### config.mk
export PLATFORM = sky130hd
export DESIGN_NAME = spi_slave
export DESIGN_NICKNAME = d
export VERILOG_FILES = /design/src/rtl/spi_slave.sv
export SDC_FILE = /design/constraint.sdc
export NUM_CORES = 1
export LEC_CHECK = 0
export BUFFER_PORTS_ARGS = -buffer_cell sky130_fd_sc_hd__buf_2
export CAP_MARGIN = 15
export CORE_MARGIN = 10
export CORE_UTILIZATION = 60
export DETAILED_ROUTE_END_ITERATION = 16
export PLACE_DENSITY = 0.85
export SLEW_MARGIN = 15
export SYNTH_ARGS = -nofsm -noshare
export SYNTH_HDL_FRONTEND = slang
export SYNTH_SLANG_ARGS = --single-unit
### constraint.sdc
create_clock -name clk -period 4.1 [get_ports clk]
set_input_delay 0.615 -clock clk [delete_from_list [all_inputs] [get_ports clk]]
set_output_delay 0.615 -clock clk [all_outputs]
set_load 0.01 [all_outputs]
### src/rtl/spi_slave.sv
// spi_slave: oversampled SPI responder, all four cpol/cpha modes, MSB first.
// Received bytes leave on a one-cycle push (rx_buf_req); transmit bytes are
// pulled with a consume pulse (tx_buf_req) against tx_buf_vld.
// Build option: define SPI_SLAVE_SYNC_EN for 2-flop synchronizers on ncs/sck/mosi
// (asynchronous master); otherwise a single register stage is used for a master
// on the same clk, and every pin-to-event latency is one clk shorter.
module spi_slave (
    input  logic        clk,
    input  logic        rst,
    input  logic        spi_en,
    input  logic        cpol,
    input  logic        cpha,
    input  logic        status_clr,
    input  logic        ncs,
    input  logic        sck,
    input  logic        mosi,
    output logic        miso,
    output logic        miso_oe,
    input  logic        tx_buf_vld,
    input  logic [7:0]  tx_buf_byte,
    output logic        tx_buf_req,
    input  logic        rx_buf_vld,
    output logic [7:0]  rx_buf_byte,
    output logic        rx_buf_req,
    output logic [7:0]  spi_status,
    output logic [19:0] rx_cnt
);
    typedef enum logic [1:0] {WAIT_HI, IDLE, ACTIVE} state_t;

    state_t     state;
    logic       ncs_q, sck_q, mosi_q;
    logic       ncs_p, sck_p;
    logic [2:0] bit_cnt;
    logic [6:0] rx_sh;
    logic [7:0] tx_sh;
    logic       byte_done;
    logic       tx_ur, rx_ov, fr_err;

`ifdef SPI_SLAVE_SYNC_EN
    logic ncs_m, sck_m, mosi_m;

    // Two-flop synchronizers; ncs resets to "selected" so a frame already in
    // progress at reset release is never mistaken for a fresh ncs fall.
    always_ff @(posedge clk or posedge rst) begin
        if (rst) begin
            ncs_m  <= 1'b0;
            sck_m  <= 1'b0;
            mosi_m <= 1'b0;
            ncs_q  <= 1'b0;
            sck_q  <= 1'b0;
            mosi_q <= 1'b0;
        end else begin
            ncs_m  <= ncs;
            sck_m  <= sck;
            mosi_m <= mosi;
            ncs_q  <= ncs_m;
            sck_q  <= sck_m;
            mosi_q <= mosi_m;
        end
    end
`else
    // Single register stage; ncs resets to "selected" for the same reason as above.
    always_ff @(posedge clk or posedge rst) begin
        if (rst) begin
            ncs_q  <= 1'b0;
            sck_q  <= 1'b0;
            mosi_q <= 1'b0;
        end else begin
            ncs_q  <= ncs;
            sck_q  <= sck;
            mosi_q <= mosi;
        end
    end
`endif

    // Previous-cycle copies of the registered pins for edge detection.
    always_ff @(posedge clk or posedge rst) begin
        if (rst) begin
            ncs_p <= 1'b0;
            sck_p <= 1'b0;
        end else begin
            ncs_p <= ncs_q;
            sck_p <= sck_q;
        end
    end

    logic       sck_rise, sck_fall, lead, trail, sample_ev, shift_ev, ncs_fall;
    logic [7:0] ld_byte, rx_next;

    assign sck_rise  = sck_q & ~sck_p;
    assign sck_fall  = ~sck_q & sck_p;
    assign lead      = cpol ? sck_fall : sck_rise;
    assign trail     = cpol ? sck_rise : sck_fall;
    assign sample_ev = cpha ? trail : lead;
    assign shift_ev  = cpha ? lead : trail;
    assign ncs_fall  = ~ncs_q & ncs_p;
    // An empty transmit buffer sends all ones.
    assign ld_byte   = tx_buf_vld ? tx_buf_byte : 8'hFF;
    assign rx_next   = {rx_sh, mosi_q};

    assign spi_status = {4'b0000, fr_err, rx_ov, tx_ur, (state == ACTIVE)};

    // Frame FSM with shift registers, handshakes and sticky status.
    always_ff @(posedge clk or posedge rst) begin
        if (rst) begin
            state       <= WAIT_HI;
            bit_cnt     <= 3'd0;
            rx_sh       <= 7'd0;
            tx_sh       <= 8'hFF;
            byte_done   <= 1'b0;
            miso        <= 1'b1;
            miso_oe     <= 1'b0;
            tx_buf_req  <= 1'b0;
            rx_buf_req  <= 1'b0;
            rx_buf_byte <= 8'h00;
            rx_cnt      <= 20'd0;
            tx_ur       <= 1'b0;
            rx_ov       <= 1'b0;
            fr_err      <= 1'b0;
        end else begin
            tx_buf_req <= 1'b0;
            rx_buf_req <= 1'b0;
            // Clear first so a same-cycle set below overrides it.
            if (status_clr) begin
                tx_ur  <= 1'b0;
                rx_ov  <= 1'b0;
                fr_err <= 1'b0;
            end
            if (!spi_en) begin
                state       <= WAIT_HI;
                bit_cnt     <= 3'd0;
                byte_done   <= 1'b0;
                miso        <= 1'b1;
                miso_oe     <= 1'b0;
                rx_buf_byte <= 8'h00;
                rx_cnt      <= 20'd0;
                tx_ur       <= 1'b0;
                rx_ov       <= 1'b0;
                fr_err      <= 1'b0;
            end else begin
                case (state)
                    WAIT_HI: if (ncs_q) state <= IDLE;
                    IDLE: begin
                        if (ncs_fall) begin
                            state      <= ACTIVE;
                            miso_oe    <= 1'b1;
                            bit_cnt    <= 3'd0;
                            byte_done  <= 1'b0;
                            rx_cnt     <= 20'd0;
                            tx_buf_req <= tx_buf_vld;
                            if (!tx_buf_vld) tx_ur <= 1'b1;
                            // cpha=0 drives bit7 now; cpha=1 waits for the first lead.
                            if (cpha) begin
                                tx_sh <= ld_byte;
                            end else begin
                                miso  <= ld_byte[7];
                                tx_sh <= {ld_byte[6:0], 1'b1};
                            end
                        end
                    end
                    ACTIVE: begin
                        if (ncs_q) begin
                            state     <= IDLE;
                            miso_oe   <= 1'b0;
                            miso      <= 1'b1;
                            bit_cnt   <= 3'd0;
                            byte_done <= 1'b0;
                            if (bit_cnt != 3'd0) fr_err <= 1'b1;
                        end else begin
                            if (sample_ev) begin
                                rx_sh   <= rx_next[6:0];
                                bit_cnt <= bit_cnt + 3'd1;
                                if (bit_cnt == 3'd7) begin
                                    byte_done <= 1'b1;
                                    if (rx_cnt != 20'hFFFFF) rx_cnt <= rx_cnt + 20'd1;
                                    if (rx_buf_vld) begin
                                        rx_buf_byte <= rx_next;
                                        rx_buf_req  <= 1'b1;
                                    end else begin
                                        rx_ov <= 1'b1;
                                    end
                                end
                            end
                            if (shift_ev) begin
                                if (byte_done) begin
                                    // First shift after a full byte loads and drives the next one.
                                    byte_done  <= 1'b0;
                                    miso       <= ld_byte[7];
                                    tx_sh      <= {ld_byte[6:0], 1'b1};
                                    tx_buf_req <= tx_buf_vld;
                                    if (!tx_buf_vld) tx_ur <= 1'b1;
                                end else begin
                                    miso  <= tx_sh[7];
                                    tx_sh <= {tx_sh[6:0], 1'b1};
                                end
                            end
                        end
                    end
                    default: state <= WAIT_HI;
                endcase
            end
        end
    end
endmodule

### Word level (Yosys, flattened, before mapping)

Index checks and enable logic that the tools add are counted.

| cells by class | value |
|---|---|
| add/subtract/negate cells | 2 |
| equal/unequal tests | 23 |
| mux-type cells | 84 |
| bitwise logic cells | 6 |
| reduce and logical (&&, ||, !) cells | 13 |

Operators with widths:

| operator | count |
|---|---|
| $mux W20 | 6 |
| $mux W8 | 12 |
| $mux W1 | 50 |
| $pmux W20 S2 | 1 |
| $add A20 B1 Y20 const B | 1 |
| $ne A20 B20 Y1 const B | 1 |
| $pmux W8 S2 | 1 |
| $ne A3 B2 Y1 const B | 5 |
| $mux W3 | 4 |
| $ne A2 B1 Y1 const B | 5 |
| $pmux W1 S2 | 5 |
| $reduce_and A5 Y1 | 2 |
| $ne A3 B3 Y1 const B | 3 |
| $ne A4 B2 Y1 const B | 2 |
| $reduce_and A4 Y1 | 2 |
| $mux W2 | 3 |
| $ne A2 B2 Y1 const B | 3 |
| $pmux W3 S2 | 1 |
| $reduce_and A3 Y1 | 2 |
| $reduce_and A6 Y1 | 1 |
| $pmux W2 S2 | 1 |
| $reduce_and A2 Y1 | 2 |
| $add A3 B1 Y3 const B | 1 |
| $and A1 B1 Y1 | 3 |
| other kinds (9) | 11 |

| word-level totals | value |
|---|---|
| register bits after elaboration | 61 |
| output and inout port bits | 40 |
| logic and storage cells | 147 |

### Depth between registers and ports, before layout

| depth | value |
|---|---|
| word-level depth | 10 |
| gate-level depth with buffers | 9 |
| gate-level depth less buffers | 7 |

### Least setup slack after synthesis

No wires, ideal clock.

| timing | value |
|---|---|
| kind | input-to-reg |
| start point | in cpha |
| end point | reg rx_sh[0] |
| arrival time | 1.874 ns |
| path slack | 2.101 ns |
| stages | 5 |
| cells stage by stage | xnor2_2 > mux2_2 > nor2_1 > buf_2 > mux2_2 |

| on the way | value |
|---|---|
| cells in the longest elaborated chain, start to end | 2 |

RTL lines:

| element | RTL line | text |
|---|---|---|
| from (decl) | 12 | `input logic cpha,` |
| $mux W1 | 94 | `assign sample_ev = cpha ? trail : lead;` |
| $reduce_and A4 Y1 (no source line) | - |  |
| to (signal assigned) | 171 | `rx_sh <= rx_next[6:0];` |
| to (decl) | 34 | `logic [6:0] rx_sh;` |

Every way passes these cells.
A chain may end at the register's enable or synchronous reset.

### Final worst setup path

| timing | value |
|---|---|
| start point | reg state[0] |
| end point | reg tx_sh[7] |

| on the way | value |
|---|---|
| cells in the longest elaborated chain, start to end | 3 |
| elaborated cells between the ends (all ways) | 8 |

RTL lines:

| element | RTL line | text |
|---|---|---|
| from (decl) | 30 | `state_t state;` |
| from (signal assigned) | 106 | `state <= WAIT_HI;` |
| from (signal assigned) | 130 | `state <= WAIT_HI;` |
| from (signal assigned) | 142 | `WAIT_HI: if (ncs_q) state <= IDLE;` |
| $eq A2 B1 Y1 / $eq A2 B2 Y1 (equally long branches) | 141 | `case (state)` |
| $ne A2 B2 Y1 (no source line), or another cell as far along | - |  |
| $reduce_and A5 Y1 (no source line) | - |  |
| to (signal assigned) | 154 | `tx_sh <= ld_byte;` |
| to (signal assigned) | 157 | `tx_sh <= {ld_byte[6:0], 1'b1};` |
| to (signal assigned) | 189 | `tx_sh <= {ld_byte[6:0], 1'b1};` |
| to (decl) | 35 | `logic [7:0] tx_sh;` |

Parallel ways exist; a longest one is shown, timed or not.

==> qor.txt <==
critical path class = flip-flop to flip-flop
gr usage total = 0.179
Clock power frac = 0.381
Core Region = 5240 um^2
pwr dens = 385 nW/um^2
MaxCap Viol Count = 0
clk_lat worst skew = 0.34 ns
sequential fraction of design power = 0.489
Worst EP required = 4.38 ns
fmax = 357 MHz
IO Count = 59
RSZ-0062 raised after global routing = false
Compound-Gate Fraction of Synth Area = 0.172
setup ws final = 1.30 ns
fillers = 383
Setup Skew = 0.0113 ns
total power = 1450 uW
drt initial violations = 166
placed insts = 432
grt total ovfl = 0
initial antenna violation count = 0
Reg clk slew, reported paths = 0.08 ns
Post-Synthesis Cells = 325
slew of the pin with the lowest slew margin = 0.960 ns
share of flip-flops with an asynchronous set or reset = 1.00
H-tree Lvls = 3
adder-cell share of the synthesized area = 0.0302
relative slew slack = 0.356
combinational power share = 0.130
post-synthesis register bit count = 61
die area = 8890 um^2
First-pass DRT Iterations = 5
multi-input logic area = 1600 um^2
initial core utilization = 0.632
Final nets = 400
main combinational cell family by area after synthesis = simple AND/OR/NAND/NOR gates
CTS Root Cell = clkbuf_8
Die Wd = 94.3 um
final core utilization = 0.721
sequential-to-total area share from yosys stat = 0.464
Critical Path Start Type = flip-flop
Syn-to-layout area delta = 14.0%
synthesized area per cell = 10.2 um^2
CP max FO = 24
Post-Syn Area = 3310 um^2
post-route minimum period = 2.80 ns
overall routed net length = 7.54 mm
DR vias/cell = 5.95
Routed Antenna Nets = 0
simple-gate share of the synthesized area = 0.173
post-CTS setup buffer count = 0
first-pass GRT wire length = 12.9 mm
crit end category = flip-flop
CTS tree = yes
final setup vio count = 0
Synth Flop Type = dfrtp_1
Netlist cell types = 54
Worst EP arrival = 3.08 ns
status = finished, final reports clean
Post-Synth XOR/XNOR Area = 0.0128
Routability Congestion = 0.848
Int Pwr = 1080 uW
post-CTS resize count = 0
Slew Viols, Final = 0
proportion of synthesized area in mux cells = 0.0895
cell row count = 26
buffers added on ports = 54
ANT cells = 0
DP HPWL = 5.44 mm
VDD IR max = 288 uV
worst hold path class = primary input to async pin
clock sinks = 61
Synthesis Warnings = 0
Wirelength per Cell = 16.8 um
layout cells sized above 1 = 0.288
CTS Buf Count = 9
worst slack at placement = 1.41 ns
setup_tns = 0 ns
# hold bufs at CTS = 0
Sw Pwr = 377 uW
Final Hold Viols = 0
Die Height = 94.3 um
total area of sequential cells = 1540 um^2
sw frac = 0.260
Finished Layout Cells = 448
via count = 2,665
Max Buffers Root-to-Sink = 2
Post-synth EDFFs = 0
final period utilization = 0.683
final routed DRC violation total = 0
pin count of the biggest net entering global routing = 32
P_leak = 0.00181 uW
vias in the first global route = 2,782
==> worst max-delay path: stages (launching register included) <==
cell and delay (ns):
dfrtp_1 0.41, inv_1 0.11, ha_1 0.70, nor2_1 0.14, a2111oi_0 0.46, o21ai_1 0.44
a221oi_1 0.37, a21o_1 0.12
==> state kept, by name (all words and copies together) (netlist names) <==
name,count
rx_buf_byte,8
byte_done,1
sck_q,1
bit_cnt,3
tx_buf_req,1
state,2
miso,1
rx_ov,1
ncs_p,1
sck_p,1
tx_ur,1
tx_sh,8
fr_err,1
ncs_q,1
mosi_q,1
miso_oe,1
rx_sh,7
rx_buf_req,1
rx_cnt,20
==> path summary, 6_finish.rpt <==
| check | startpoint | cells past startpoint | endpoint | slack, ns |
|---|---|---|---|---|
| min | rst | 2 | mosi_q | 0.37 |
| max reg2reg | state[0] | 7 | tx_sh[7] | 1.30 |
| max | state[0] | 7 | tx_sh[7] | 1.30 |
| max in group asynchronous | rst | 3 | tx_sh[5] | 2.84 |
| min reg2reg | sck_q | 0 | sck_p | 0.45 |
| min in group clk | mosi | 1 | mosi_q | 0.38 |
==> logic make-up (layout without fill, tap and decap cells) <==
| family | Yosys count | after routing |
|---|---|---|
| AO/OA/AOI/OAI | 80 | 80 |
| other | 1 | 4 |
| flip-flops | 61 | 61 |
| XOR/XNOR | 4 | 4 |
| multiplexers | 28 | 28 |
| buffers and inverters | 38 | 88 |
| AND/OR/NAND/NOR | 105 | 105 |
| adder cells (fa/ha/maj) | 8 | 8 |
==> stage by stage <==
| step | hold slack, ns | cell area (um^2) |
|---|---|---|
| final | 0.370 | 3780 |
| after detailed placement | 0.435 | 3570 |
| after global placement | 0.411 | 3570 |
| after floorplan | 0.349 | 3320 |
| after CTS | 0.371 | 3780 |
| after global routing | 0.366 | 3780 |
==> cell usage in the layout, fill, tap and decap left out, types with 3 or more instances in the layout <==
cell type  netlist  layout
nor2_1          24      24
buf_2            5      54
or4_1            5       5
or3_1           12      12
inv_1           16      15
o22ai_1          7       7
dfrtp_1         52      52
nand3b_1         3       3
o211ai_1         3       3
o21ai_0         13      13
nand2b_1         6       6
nand3_1          9       9
mux2i_1         18      18
a32o_1           3       3
ha_1             8       8
clkbuf_8         0      11
nand4_1          3       3
o32a_1           3       3
o21ai_1          8       8
a21o_1           7       7
nand2_1         28      28
mux2_2           9       9
a21oi_2          6       6
dfstp_2          9       9
a21oi_1         11      11
conb_1           1       4
a221oi_1         8       8
==> layout make-up <==
class / count / share of cell area
well taps: 70 / 0.0232
flip-flops and latches: 61 / 0.407
multi-input cells: 229 / 0.422
inverters: 16 / 0.0159
clock inverters: 5 / 0.0156
clock buffers: 11 / 0.0401
repair buffers: 56 / 0.0755
==> power groups by stage <==
stage / registers, uW / logic, uW / clock network, uW
after floorplan: 711 / 146 / 0
after global placement: 718 / 179 / 0
after detailed placement: 720 / 187 / 0
after CTS: 709 / 189 / 561
after global routing: 716 / 210 / 591
final: 710 / 189 / 554
==> routing by layer <==
layer | up-vias | global-route usage | part of all wire
li1 | 1276 | - | -
met1 | 1308 | 0.206 | 0.43
met2 | 70 | 0.299 | 0.50
met3 | 11 | 0.0631 | 0.060
met4 | 0 | 0.0684 | 0.014
met5 | - | 0 | 0
==> cell usage after synthesis, drive strengths merged, types with 3 or more instances <==
cell | instances | area [um^2]
o32a | 3 | 30.0
ha | 8 | 100
nand2b | 6 | 37.5
o21ai | 23 | 123
dfrtp | 52 | 1300
nand2 | 28 | 105
nor2 | 24 | 90.1
dfstp | 9 | 236
or3 | 12 | 75.1
mux2 | 10 | 116
buf | 15 | 104
mux2i | 18 | 180
nand3b | 3 | 22.5
nand4 | 4 | 31.3
a221oi | 8 | 70.1
a21oi | 17 | 108
xnor2 | 3 | 33.8
a21o | 7 | 52.6
a32o | 3 | 30.0
inv | 16 | 60.1
o22ai | 7 | 43.8
or4 | 6 | 48.8
o211ai | 3 | 22.5
clkbuf | 7 | 26.3
nand3 | 10 | 55.1
(Power assumes the default switching activity.)
